<file path="config.mk">
export PLATFORM = sky130hd
export DESIGN_NAME = reg_write_arbiter
export DESIGN_NICKNAME = d
export VERILOG_FILES = /design/src/rtl/reg_write_arbiter_pkg.sv /design/src/rtl/reg_write_arbiter_d_flipflop.sv /design/src/rtl/reg_write_arbiter_rr_grant_select.sv /design/src/rtl/reg_write_arbiter.sv
export SDC_FILE = /design/constraint.sdc
export NUM_CORES = 1
export LEC_CHECK = 0
export CELL_PAD_IN_SITES_DETAIL_PLACEMENT = 0
export CELL_PAD_IN_SITES_GLOBAL_PLACEMENT = 1
export CORE_AREA = 4 4 61 63
export CTS_CLUSTER_SIZE = 10
export DETAILED_ROUTE_END_ITERATION = 10
export DIE_AREA = 0 0 65 67
export DONT_BUFFER_PORTS = 1
export PLACE_DENSITY_LB_ADDON = 0.1
export REMOVE_ABC_BUFFERS = 1
export SLEW_MARGIN = 25
export SYNTH_ARGS = -nofsm -noshare
export SYNTH_HDL_FRONTEND = slang
export SYNTH_SLANG_ARGS = --single-unit
</file>
<file path="constraint.sdc">
create_clock -name clock -period 3.44 [get_ports clock]
set_input_delay 0.688 -clock clock [delete_from_list [all_inputs] [get_ports clock]]
set_output_delay 0.688 -clock clock [all_outputs]
set_load 0.02 [all_outputs]
</file>
<file path="src/rtl/reg_write_arbiter_pkg.sv">
// -----------------------------------------------------------------------------
// reg_write_arbiter_pkg
// Shared definitions for the round-robin register write arbiter:
//   - default requester count and data width
//   - arbiter FSM state encoding (ARB_LOCKED is only reachable when the
//     design is built with REG_ARB_LOCK_EN defined)
//   - small helper used by the FSM to classify states
// -----------------------------------------------------------------------------
package reg_write_arbiter_pkg;

    localparam int NUM_REQ_DEF    = 4;
    localparam int DATA_WIDTH_DEF = 8;

    typedef enum logic [1:0] {
        ARB_IDLE   = 2'd0,
        ARB_GRANT  = 2'd1,
        ARB_LOCKED = 2'd2
    } arb_state_t;

    // A state "owns" the register (drives a write) whenever it is not idle.
    function automatic logic state_writes(input arb_state_t s);
        return (s != ARB_IDLE);
    endfunction

endpackage

</file>
<file path="src/rtl/reg_write_arbiter_d_flipflop.sv">
// -----------------------------------------------------------------------------
// d_flipflop
// Load-enabled storage register with no reset of its own; the owner clears it
// by loading zero.
// Ports:
//   clock  in   rising-edge clock
//   load   in   capture din on this edge when high, otherwise hold
//   din    in   WIDTH-bit data to capture
//   q      out  WIDTH-bit stored value
// -----------------------------------------------------------------------------
module d_flipflop #(
    parameter int WIDTH = 8
) (
    input  logic             clock,
    input  logic             load,
    input  logic [WIDTH-1:0] din,
    output logic [WIDTH-1:0] q
);

    // Storage: capture on load, hold otherwise.
    always_ff @(posedge clock) begin
        if (load) begin
            q <= din;
        end else begin
            q <= q;
        end
    end

endmodule

</file>
<file path="src/rtl/reg_write_arbiter_rr_grant_select.sv">
// -----------------------------------------------------------------------------
// rr_grant_select
// Combinational round-robin pick: scans req_masked starting at ptr, upward,
// wrapping NUM_REQ-1 -> 0, and returns the first set bit.
// Ports:
//   req_masked  in   NUM_REQ request vector (already masked by the caller)
//   ptr         in   IDX_W   index where the search begins
//   valid       out  1       a requester was found
//   winner      out  IDX_W   index of the found requester (ptr when none)
// NUM_REQ must be a power of two so index arithmetic wraps naturally.
// -----------------------------------------------------------------------------
module rr_grant_select #(
    parameter int NUM_REQ = 4,
    parameter int IDX_W   = $clog2(NUM_REQ)
) (
    input  logic [NUM_REQ-1:0] req_masked,
    input  logic [IDX_W-1:0]   ptr,
    output logic               valid,
    output logic [IDX_W-1:0]   winner
);

    // Priority scan from the pointer; the first hit is kept, later hits ignored.
    always_comb begin
        valid  = 1'b0;
        winner = ptr;
        for (int off = 0; off < NUM_REQ; off++) begin
            if (!valid && req_masked[ptr + IDX_W'(off)]) begin
                valid  = 1'b1;
                winner = ptr + IDX_W'(off);
            end else begin
                valid  = valid;
                winner = winner;
            end
        end
    end

endmodule

</file>
<file path="src/rtl/reg_write_arbiter.sv">
// -----------------------------------------------------------------------------
// reg_write_arbiter
// Round-robin write arbiter for one shared DATA_WIDTH register. One requester
// is granted per cycle; a granted requester's data is written into the shared
// d_flipflop during its grant cycle and becomes visible the cycle after.
// The currently granted requester is masked from the next decision, so a
// requester holding req alone is served every other cycle.
// Optional feature macro: REG_ARB_LOCK_EN adds the lock port and LOCKED state,
// letting a granted requester keep the register for consecutive writes.
// Ports:
//   clock    in   rising-edge clock
//   reset    in   synchronous, active-high; clears grant/pointer and loads 0
//   req      in   NUM_REQ level write requests
//   wdata    in   NUM_REQ*DATA_WIDTH, requester i at [i*DATA_WIDTH +: DATA_WIDTH]
//   lock     in   NUM_REQ (REG_ARB_LOCK_EN only) hold grant while high
//   grant    out  NUM_REQ registered grant, one-hot or zero
//   busy     out  registered, high while grant is non-zero
//   reg_out  out  DATA_WIDTH shared register contents
//   last_id  out  IDX_W index of the last requester written
// -----------------------------------------------------------------------------
module reg_write_arbiter
    import reg_write_arbiter_pkg::*;
#(
    parameter int NUM_REQ    = NUM_REQ_DEF,
    parameter int DATA_WIDTH = DATA_WIDTH_DEF,
    parameter int IDX_W      = $clog2(NUM_REQ)
) (
    input  logic                          clock,
    input  logic                          reset,
    input  logic [NUM_REQ-1:0]            req,
    input  logic [NUM_REQ*DATA_WIDTH-1:0] wdata,
`ifdef REG_ARB_LOCK_EN
    input  logic [NUM_REQ-1:0]            lock,
`endif
    output logic [NUM_REQ-1:0]            grant,
    output logic                          busy,
    output logic [DATA_WIDTH-1:0]         reg_out,
    output logic [IDX_W-1:0]              last_id
);

    arb_state_t              state_r;
    logic [NUM_REQ-1:0]      grant_r;
    logic                    busy_r;
    logic [IDX_W-1:0]        last_id_r;
    logic [IDX_W-1:0]        ptr_r;
    logic [IDX_W-1:0]        gidx_r;

    logic [NUM_REQ-1:0]      req_masked_s;
    logic                    sel_valid_s;
    logic [IDX_W-1:0]        sel_idx_s;
    logic                    lock_hold_s;
    logic                    load_s;
    logic [DATA_WIDTH-1:0]   din_s;

    // Request masking, lock detection and the register write path.
    always_comb begin
        req_masked_s = req & ~grant_r;
`ifdef REG_ARB_LOCK_EN
        lock_hold_s  = state_writes(state_r) && lock[gidx_r];
`else
        lock_hold_s  = 1'b0;
`endif
        // Reset clears the register by loading zero; the in-flight write is lost.
        if (reset) begin
            load_s = 1'b1;
            din_s  = {DATA_WIDTH{1'b0}};
        end else if (state_writes(state_r)) begin
            load_s = 1'b1;
            din_s  = wdata[int'(gidx_r) * DATA_WIDTH +: DATA_WIDTH];
        end else begin
            load_s = 1'b0;
            din_s  = {DATA_WIDTH{1'b0}};
        end
    end

    rr_grant_select #(
        .NUM_REQ (NUM_REQ),
        .IDX_W   (IDX_W)
    ) u_select (
        .req_masked (req_masked_s),
        .ptr        (ptr_r),
        .valid      (sel_valid_s),
        .winner     (sel_idx_s)
    );

    d_flipflop #(
        .WIDTH (DATA_WIDTH)
    ) u_storage (
        .clock (clock),
        .load  (load_s),
        .din   (din_s),
        .q     (reg_out)
    );

    // Arbiter FSM with registered grant/busy/last_id and round-robin pointer.
    always_ff @(posedge clock) begin
        if (reset) begin
            state_r   <= ARB_IDLE;
            grant_r   <= {NUM_REQ{1'b0}};
            busy_r    <= 1'b0;
            last_id_r <= {IDX_W{1'b0}};
            ptr_r     <= {IDX_W{1'b0}};
            gidx_r    <= {IDX_W{1'b0}};
        end else begin
            // last_id follows the write that lands on this edge.
            if (state_writes(state_r)) begin
                last_id_r <= gidx_r;
            end else begin
                last_id_r <= last_id_r;
            end

            if (lock_hold_s) begin
                // Locked owner keeps the grant; pointer already sits at owner+1.
                state_r <= ARB_LOCKED;
                grant_r <= grant_r;
                busy_r  <= 1'b1;
                ptr_r   <= ptr_r;
                gidx_r  <= gidx_r;
            end else if (sel_valid_s) begin
                state_r <= ARB_GRANT;
                grant_r <= {{(NUM_REQ-1){1'b0}}, 1'b1} << sel_idx_s;
                busy_r  <= 1'b1;
                ptr_r   <= sel_idx_s + IDX_W'(1);
                gidx_r  <= sel_idx_s;
            end else begin
                state_r <= ARB_IDLE;
                grant_r <= {NUM_REQ{1'b0}};
                busy_r  <= 1'b0;
                ptr_r   <= ptr_r;
                gidx_r  <= gidx_r;
            end
        end
    end

    assign grant   = grant_r;
    assign busy    = busy_r;
    assign last_id = last_id_r;

endmodule
</file>
# [After elaboration in Yosys (flattened, before gate mapping)]
# Index checks and enable logic that the tools add are counted.
# W data, S select, Z words.
[word_totals] ff_bits=21 out_inout_bits=15 inputBits=38
[classes] order_cmp=4 reduce_logical=9 muxes=19 shifts=2 n_addsub=4 bitwise_logic=4
[op_table] op="$shiftx A32 B6 Y8" count=1
[op_table] op="$lt A2 B3 Y1 const B" count=4
[op_table] op="$mux W1" count=12
[op_table] op="$bmux W1 S2" count=4
[op_table] op="$mux W2" count=3
[op_table] op="$add A2 B1 Y2 const B" count=2
[op_table] op="$add A2 B2 Y2 const B" count=2
[op_table] op="$and A4 B4 Y4" count=1
[op_table] op="$not A4 Y4" count=1
[op_table] op="$reduce_or A2 Y1" count=2
[op_table] op="$shl A1 B2 Y4 const A" count=1
[op_table] op="$logic_and A1 B1 Y1" count=3
[op_table] op="$logic_not A1 Y1" count=3
[op_table] op="$not A1 Y1" count=2
[op_table] op="$reduce_bool A2 Y1" count=1

# [Depth between registers and ports, before layout]
[logic_depth] depth_word=16 ltp_mapped=4 mapped_depth_nobuf=4

# [Hierarchy]
# A second synthesis with hierarchy kept.
[hier_totals] hier_cells=90 area_unflattened_um2=1001.0
[by_module_without_submodules] module="reg_write_arbiter" cells_each=66 area_each_um2=664.4 seq_area_each_um2=220.2 n_inst=1
[by_module_without_submodules] module="d_flipflop" cells_each=8 area_each_um2=240.2 seq_area_each_um2=240.2 n_inst=1
[by_module_without_submodules] module="rr_grant_select" cells_each=16 area_each_um2=96.3 seq_area_each_um2=0.0 n_inst=1

# [Least setup slack after synthesis]
# No wires, ideal clock.
[synth_timing] kind="input to register" start="input port req[2]" end="register ptr_r[0]" t_arrival_ns=1.465 required_ns=3.327 path_slack_ns=1.862 cell_stages=4 setup_ns=0.113 cell_sequence="nor2b_1 -> a211o_1 -> a22o_2 -> and2_4"
[synth_between] elab_chain_len=14 elab_cells_between_ends=23 cone_classes="add/sub (1); mux (15); bitwise (1); reduce/logical (6)"
[synth_rtl] item="start: declaration" line_no="reg_write_arbiter.sv:30" rtl="input logic [NUM_REQ-1:0] req,"
[synth_rtl] item="$and A4 B4 Y4 *" line_no="reg_write_arbiter.sv:57" rtl="req_masked_s = req & ~grant_r;"
[synth_rtl] item="$bmux W1 S2" line_no="reg_write_arbiter_rr_grant_select.sv:27" rtl="if (!valid && req_masked[ptr + IDX_W'(off)]) begin"
[synth_rtl] item="$mux W1 (not written as such)" line_no="reg_write_arbiter_rr_grant_select.sv:27"
[synth_rtl] item="$mux W1" line_no="reg_write_arbiter_rr_grant_select.sv:27"
[synth_rtl] item="$logic_not A1 Y1" line_no="reg_write_arbiter_rr_grant_select.sv:27"
[synth_rtl] item="$logic_and A1 B1 Y1" line_no="reg_write_arbiter_rr_grant_select.sv:27"
[synth_rtl] item="$mux W1" line_no="reg_write_arbiter_rr_grant_select.sv:27"
[synth_rtl] item="$logic_not A1 Y1" line_no="reg_write_arbiter_rr_grant_select.sv:27"
[synth_rtl] item="$logic_and A1 B1 Y1" line_no="reg_write_arbiter_rr_grant_select.sv:27"
[synth_rtl] item="$mux W1" line_no="reg_write_arbiter_rr_grant_select.sv:27"
[synth_rtl] item="$logic_not A1 Y1" line_no="reg_write_arbiter_rr_grant_select.sv:27"
[synth_rtl] item="$logic_and A1 B1 Y1" line_no="reg_write_arbiter_rr_grant_select.sv:27"
[synth_rtl] item="$mux W2" line_no="reg_write_arbiter_rr_grant_select.sv:27"
[synth_rtl] item="$add A2 B1 Y2" line_no="reg_write_arbiter.sv:123" rtl="ptr_r <= sel_idx_s + IDX_W'(1);"
[synth_rtl] item="end signal: assignment" line_no="reg_write_arbiter.sv:117" rtl="ptr_r <= ptr_r;"
[synth_rtl] item="end signal: assignment" line_no="reg_write_arbiter.sv:123"
[synth_rtl] item="end signal: assignment" line_no="reg_write_arbiter.sv:129" rtl="ptr_r <= ptr_r;"
[synth_rtl] item="end: declaration" line_no="reg_write_arbiter.sv:45" rtl="logic [IDX_W-1:0] ptr_r;"
# Every way passes the cells marked *; elsewhere a longest branch is shown, timed or not. The select of a mux whose other input is x is not followed.
# A chain may end at the register's enable or synchronous reset.

# [Worst setup path after layout]
[layout_timing] start="register gidx_r[0]" end="register u_storage.q[1] (data pin)"
[layout_between] elab_chain_len=1
[layout_rtl] item="start: declaration" line_no="reg_write_arbiter.sv:46" rtl="logic [IDX_W-1:0] gidx_r;"
[layout_rtl] item="start signal: assignment" line_no="reg_write_arbiter.sv:103" rtl="gidx_r <= {IDX_W{1'b0}};"
[layout_rtl] item="start signal: assignment" line_no="reg_write_arbiter.sv:118" rtl="gidx_r <= gidx_r;"
[layout_rtl] item="start signal: assignment" line_no="reg_write_arbiter.sv:124" rtl="gidx_r <= sel_idx_s;"
[layout_rtl] item="$shiftx A32 B6 Y8" line_no="reg_write_arbiter.sv:69" rtl="din_s = wdata[int'(gidx_r) * DATA_WIDTH +: DATA_WIDTH];"
[layout_rtl] item="end signal: assignment" line_no="reg_write_arbiter_d_flipflop.sv:23" rtl="q <= din;"
[layout_rtl] item="end signal: assignment" line_no="reg_write_arbiter_d_flipflop.sv:25" rtl="q <= q;"
[layout_rtl] item="end: declaration" line_no="reg_write_arbiter_d_flipflop.sv:17" rtl="output logic [WIDTH-1:0] q"
# No other way between the ends.

==> flow_metrics.env <==
export IMPL_startpoint_type="flop"
export IMPL_post_route_min_period_ps=1660
export IMPL_synth_xor_area_share_pct=0
export IMPL_post_cts_buffers=0
export IMPL_setup_tns_final_ps=0
export IMPL_maxCapViolCount=0
export IMPL_rows=21
export IMPL_cts_resized=0
export IMPL_required_ps=3480
export IMPL_cts_buffer_depth=2
export IMPL_gp_congestion=0.815
export IMPL_ant_nets=0
export IMPL_synth_mux_area_share_pct=19.8
export IMPL_synth_compound_area_share_pct=11.3
export IMPL_track_usage_pct=9.96
export IMPL_die_x_um=65
export IMPL_num_io_pins=53
export IMPL_antennaDiodeCount=0
export IMPL_die_h_um=67
export IMPL_synth_top_family_by_area="simple AND/OR/NAND/NOR gates"
export IMPL_crit_path_end_kind="flop"
export IMPL_power_uw=583
export IMPL_antenna_found_initial=0
export IMPL_seq_area_frac_synth_pct=43.4
export IMPL_syn_to_final_growth_pct=5.90
export IMPL_clock_skew_ps=8.47
export IMPL_drt_iter0_markers=39
export IMPL_cts_tree="done"
export IMPL_tightest_slew_ps=588
export IMPL_final_cell_mix="nor2b_1, dfxtp_1, mux4_2, edfxtp_1, nor2_1"
export IMPL_dieArea_um2=4360
export IMPL_final_util_pct=34.8
export IMPL_slew_headroom_pct=60.7
export IMPL_root_buffer="clkbuf_4"
export IMPL_clock_sinks=19
export IMPL_ys_types=31
export IMPL_yosys_register_bits=19
export IMPL_ys_flop_type="dfxtp_1"
export IMPL_crit_fanout=10
export IMPL_wl_um=2090
export IMPL_vdd_ir_drop_worst_mv=0.151
export IMPL_grt_overflow=0
export IMPL_vias_per_cell=5.11
export IMPL_worstPathArrival_ps=1710
export IMPL_drv_slew=0
export IMPL_start_util_pct=32.8
export IMPL_postSynthAreaPerCell_um2=12.8
export IMPL_wl_per_cell_um=16.2
export IMPL_grt_pass1_wl_um=3290
export IMPL_finalSetupViolations=0
export IMPL_core_um2=3230
export IMPL_hold_buffers=0
export IMPL_critPathKind="reg -> reg"
export IMPL_grt_pass1_vias=667
export IMPL_clock_latency_ps=290
export IMPL_syn_area_um2=1060
export IMPL_cts_buffers=3
export IMPL_clk_pin_slew_ps=100
export IMPL_ys_warnings_count=0
export IMPL_hp_class="in -> reg"
export IMPL_io_buffers=0
export IMPL_finalCritPeriodShare_pct=48.3
export IMPL_nets=122
export IMPL_leakage_uw=0.000374
export IMPL_synth_simple_area_share_pct=22.8
export IMPL_rsz0062_at_grt="no"
export IMPL_cts_max_level=1
export IMPL_regToRegSetupSlack_ps=1780
export IMPL_yosys_area_share_adder_pct=0
export IMPL_p_per_area_nw_per_um2=519
export IMPL_drt_pass1_iterations=4
export IMPL_drive_gt1_share_pct=30.1
export IMPL_synth_async_reset_ratio_pct=0
export IMPL_hpwl_um=1640
export IMPL_grt_max_degree=13
export IMPL_synth_edff_count=8
export IMPL_hold_viol_final=0
export IMPL_outcome="complete, no violations"
export IMPL_nFillCells=321
export IMPL_drc=0
export IMPL_num_vias=659
export IMPL_synth_cells=83
export IMPL_max_freq_mhz=602
export IMPL_hold_ws_ps=445
[power breakdown]
part	switching, µW	total [µW]	leakage [µW]	internal [µW]
registers	66.0	333	0.000178	267
logic	51.9	138	0.000181	86.0
clock network	67.7	113	0.0000150	45.1
[worst max-delay path: stages (launching register included)]
cell     delay (ps)
dfxtp_1         710
mux4_2          570
nor2b_1         140
[per-layer routing]
metal	routed length (µm)	track usage, %	up-vias
li1	-	-	316
met1	816	10.8	311
met2	1070	16.9	30
met3	190	4.55	2
met4	13	3.96	0
met5	0	0	-
[area by class of cell]
type	instances	area, µm²	area share [%]
Inverter	2	7.51	0.668
Sequential cell	19	460	41.0
Clock buffer	4	26.3	2.34
Tap cell	46	57.6	5.12
Multi-Input combinational cell	58	572	50.9
[registers in the layout, summed over array words and instances, names as in the netlist]
name         cells
u_storage.q      8
state_r          1
last_id          2
grant            4
gidx_r           2
ptr_r            2
[synth_stat cells (2+ instances only)]
cell / n / area share [%]
a311oi_1: 2 / 1.7
mux2i_1: 3 / 2.8
nor2_1: 5 / 1.8
inv_1: 2 / 0.71
buf_2: 2 / 0.94
nand2b_4: 4 / 5.2
dfxtp_1: 11 / 21
a211o_1: 2 / 1.7
edfxtp_1: 8 / 23
nand2_1: 2 / 0.71
a21oi_1: 3 / 1.4
nor3b_2: 2 / 2.4
mux4_2: 8 / 17
nor2b_1: 11 / 6.5
a21oi_2: 2 / 1.7
[cells by family after synthesis]
family,after synthesis
and+or+nand+nor,31
DFF,19
AOI/OAI and AO/OA,16
muxes,11
buffers and inverters,6
[metrics by stage]
| step | setup WS [ps] | area [µm²] | instances |
|---|---|---|---|
| after floorplan | 1860 | 1040 | 79 |
| after global placement | 1790 | 1100 | 125 |
| after detailed placement | 1740 | 1100 | 125 |
| after CTS | 1730 | 1120 | 129 |
| after global routing | 1640 | 1120 | 129 |
| final | 1780 | 1120 | 129 |
[worst paths after layout]
kind / from / to / cells after the start
worst max-delay path: gidx_r[0] / u_storage.q[1] / 2
worst min-delay path: reset / gidx_r[0] / 1
worst max register to register: gidx_r[0] / u_storage.q[1] / 2
worst min register to register: last_id[0] / last_id[0] / 2
No activity file was read; power rests on OpenSTA's default activity.
==> edit, RTL diff (same settings) <==
The 3 states of `arb_state_t` get a one-hot encoding in 3 bits.
--- a/src/rtl/reg_write_arbiter_pkg.sv
+++ b/src/rtl/reg_write_arbiter_pkg.sv
@@ -11,10 +11,10 @@
     localparam int NUM_REQ_DEF    = 4;
     localparam int DATA_WIDTH_DEF = 8;
 
-    typedef enum logic [1:0] {
-        ARB_IDLE   = 2'd0,
-        ARB_GRANT  = 2'd1,
-        ARB_LOCKED = 2'd2
+    typedef enum logic [2:0] {
+        ARB_IDLE   = 3'b001,
+        ARB_GRANT  = 3'b010,
+        ARB_LOCKED = 3'b100
     } arb_state_t;
 
     // A state "owns" the register (drives a write) whenever it is not idle.
Check against the original RTL: same outputs for any inputs over 10 cycles, from zero or initial values and one cycle with reset high; not proved beyond that.
==> edit against the unedited design <==
- synthesized area decreased by 2.1%
- final area grew 1.1%
- global-route usage up 0.41 points
- sequential cell count rose by 1
- via count is 3.3% lower
- clock skew grew 0.0014 ns
- setup slack lost 0.037 ns
- routed wire length rose by 0.96%
- worst hold slack got worse by 0.0088 ns
- power rose by 42%
- critical endpoint is now u_storage.q[3]$_SDFFCE_PP0P_
==> edit: results (changes against the unedited design) <==
CTS root buffer clkbuf_4; # diodes 0 (unchanged); Synth cell types 33 (+6.5%); DR WL met2 1010 µm (-5.0%); Leak 0.428 nW (+14%); TritonRoute pass-1 iters 2 (-2); critical path arrival 1.77 ns (+0.06 ns); vias in the first global route 718 (+7.6%); GP Congestion 0.784 (-3.8%); via density per instance 4.98 (-2.6%); Clock Path Buffers 2 (unchanged); Initial DRC Count 29 (-26%); Fill cells 339 (+5.6%); met3 wire length 139 µm (-27%); number of CTS-inserted buffers 3 (unchanged); Placed Area 0.00108 mm² (-1.3%); Port Buffers 0 (unchanged); R2R Setup Slk 1.74 ns (-0.04 ns); top cells by area, synth dfxtp_1 23%, edfxtp_1 23%, mux4_2 17%; Peak supply drop 0.281 mV (+87%); total wire length 2110 µm (+0.96%); fmax 589 MHz (-2.2%); EDFF count, synth 8 (unchanged); Psw 268 µW (+44%); Synth async-reset ratio 0 (unchanged); critical path startpoint gidx_r[0]$_SDFFE_PP0N_; Post-CTS Setup Inserts 0 (unchanged); Max Used Layer met4; Post-synth top cells 12 x dfxtp_1, 8 x and2_1, 8 x edfxtp_1, 8 x mux4_2, 8 x nor2_1; DRT met1 WL 936 µm (+15%); global-route wire length before repair 3440 µm (+4.4%); Nets 121 (-0.82%); status completed; max FFs per register 8 (unchanged); largest net degree at the start of global routing 13 (unchanged); CP Max Fanout 10 (unchanged); DP HPWL 1690 µm (+3.0%); clock transition at the registers of the reported paths 0.11 ns; hold path cells 1 (unchanged); reg-to-reg critical path endpoint u_storage.q[3]$_SDFFCE_PP0P_; Setup Skew 0.00988 ns (+0.00141 ns); GRT Overall Usage 0.104 (+0.00413); sequential area share after synthesis 0.463 (+0.0287); share of cells above drive strength 1 0.280 (-0.0207); post-placement worst setup slack 1.61 ns (-0.127 ns); Slew HR 0.603 (-0.00452)
==> edit: layout make-up <==
type	count	area, µm²	share of cell area
well taps	46	57.6	0.0507
flip-flops and latches	20	480	0.423
clock buffers	3	22.5	0.0198
multi-input cells	55	534	0.470
clock inverters	1	30.0	0.0264
inverters	3	11.3	0.00991
==> edit: critical path, delay by kind of cell (launching register included) <==
kind             cells  cell delay [ns]
muxes                1             0.59
and+or+nand+nor      1             0.17
DFF                  1             0.72
==> edit: per-layer routing <==
layer / GRT usage / up-vias
met4: 0.0396 / 0
li1: - / 306
met2: 0.165 / 19
met1: 0.133 / 310
met5: 0 / -
met3: 0.0304 / 2
==> edit: kinds of logic after synthesis <==
family	Yosys count	synth area share
multiplexers	9	0.183
AO/OA/AOI/OAI	13	0.107
flip-flops	20	0.463
AND/OR/NAND/NOR	33	0.224
buffers and inverters	6	0.0229
==> edit: worst min path at each step <==
stage,to,slack [ns]
5_1_grt,gidx_r[1]$_SDFFE_PP0N_,0.41
3_3_place_gp,ptr_r[0]$_SDFFE_PP0N_,0.55
2_1_floorplan,ptr_r[0]$_SDFFE_PP0N_,0.51
4_1_cts,gidx_r[1]$_SDFFE_PP0N_,0.42
6_report,gidx_r[1]$_SDFFE_PP0N_,0.44
3_5_place_dp,ptr_r[0]$_SDFFE_PP0N_,0.55
==> edit: power by group through the flow <==
stage	Sequential [mW]	Combinational, mW	Clock [mW]
after global placement	0.429	0.226	0
after detailed placement	0.430	0.226	0
after floorplan	0.406	0.198	0
after CTS	0.424	0.227	0.197
final	0.420	0.223	0.186
after global routing	0.435	0.248	0.205
==> edit: metrics by stage <==
| step | std cells | power [mW] |
|---|---|---|
| 2_1_floorplan | 78 | 0.604 |
| 4_1_cts | 128 | 0.848 |
| 3_3_place_gp | 124 | 0.654 |
| 6_report | 128 | 0.830 |
| 5_1_grt | 128 | 0.888 |
| 3_5_place_dp | 124 | 0.656 |
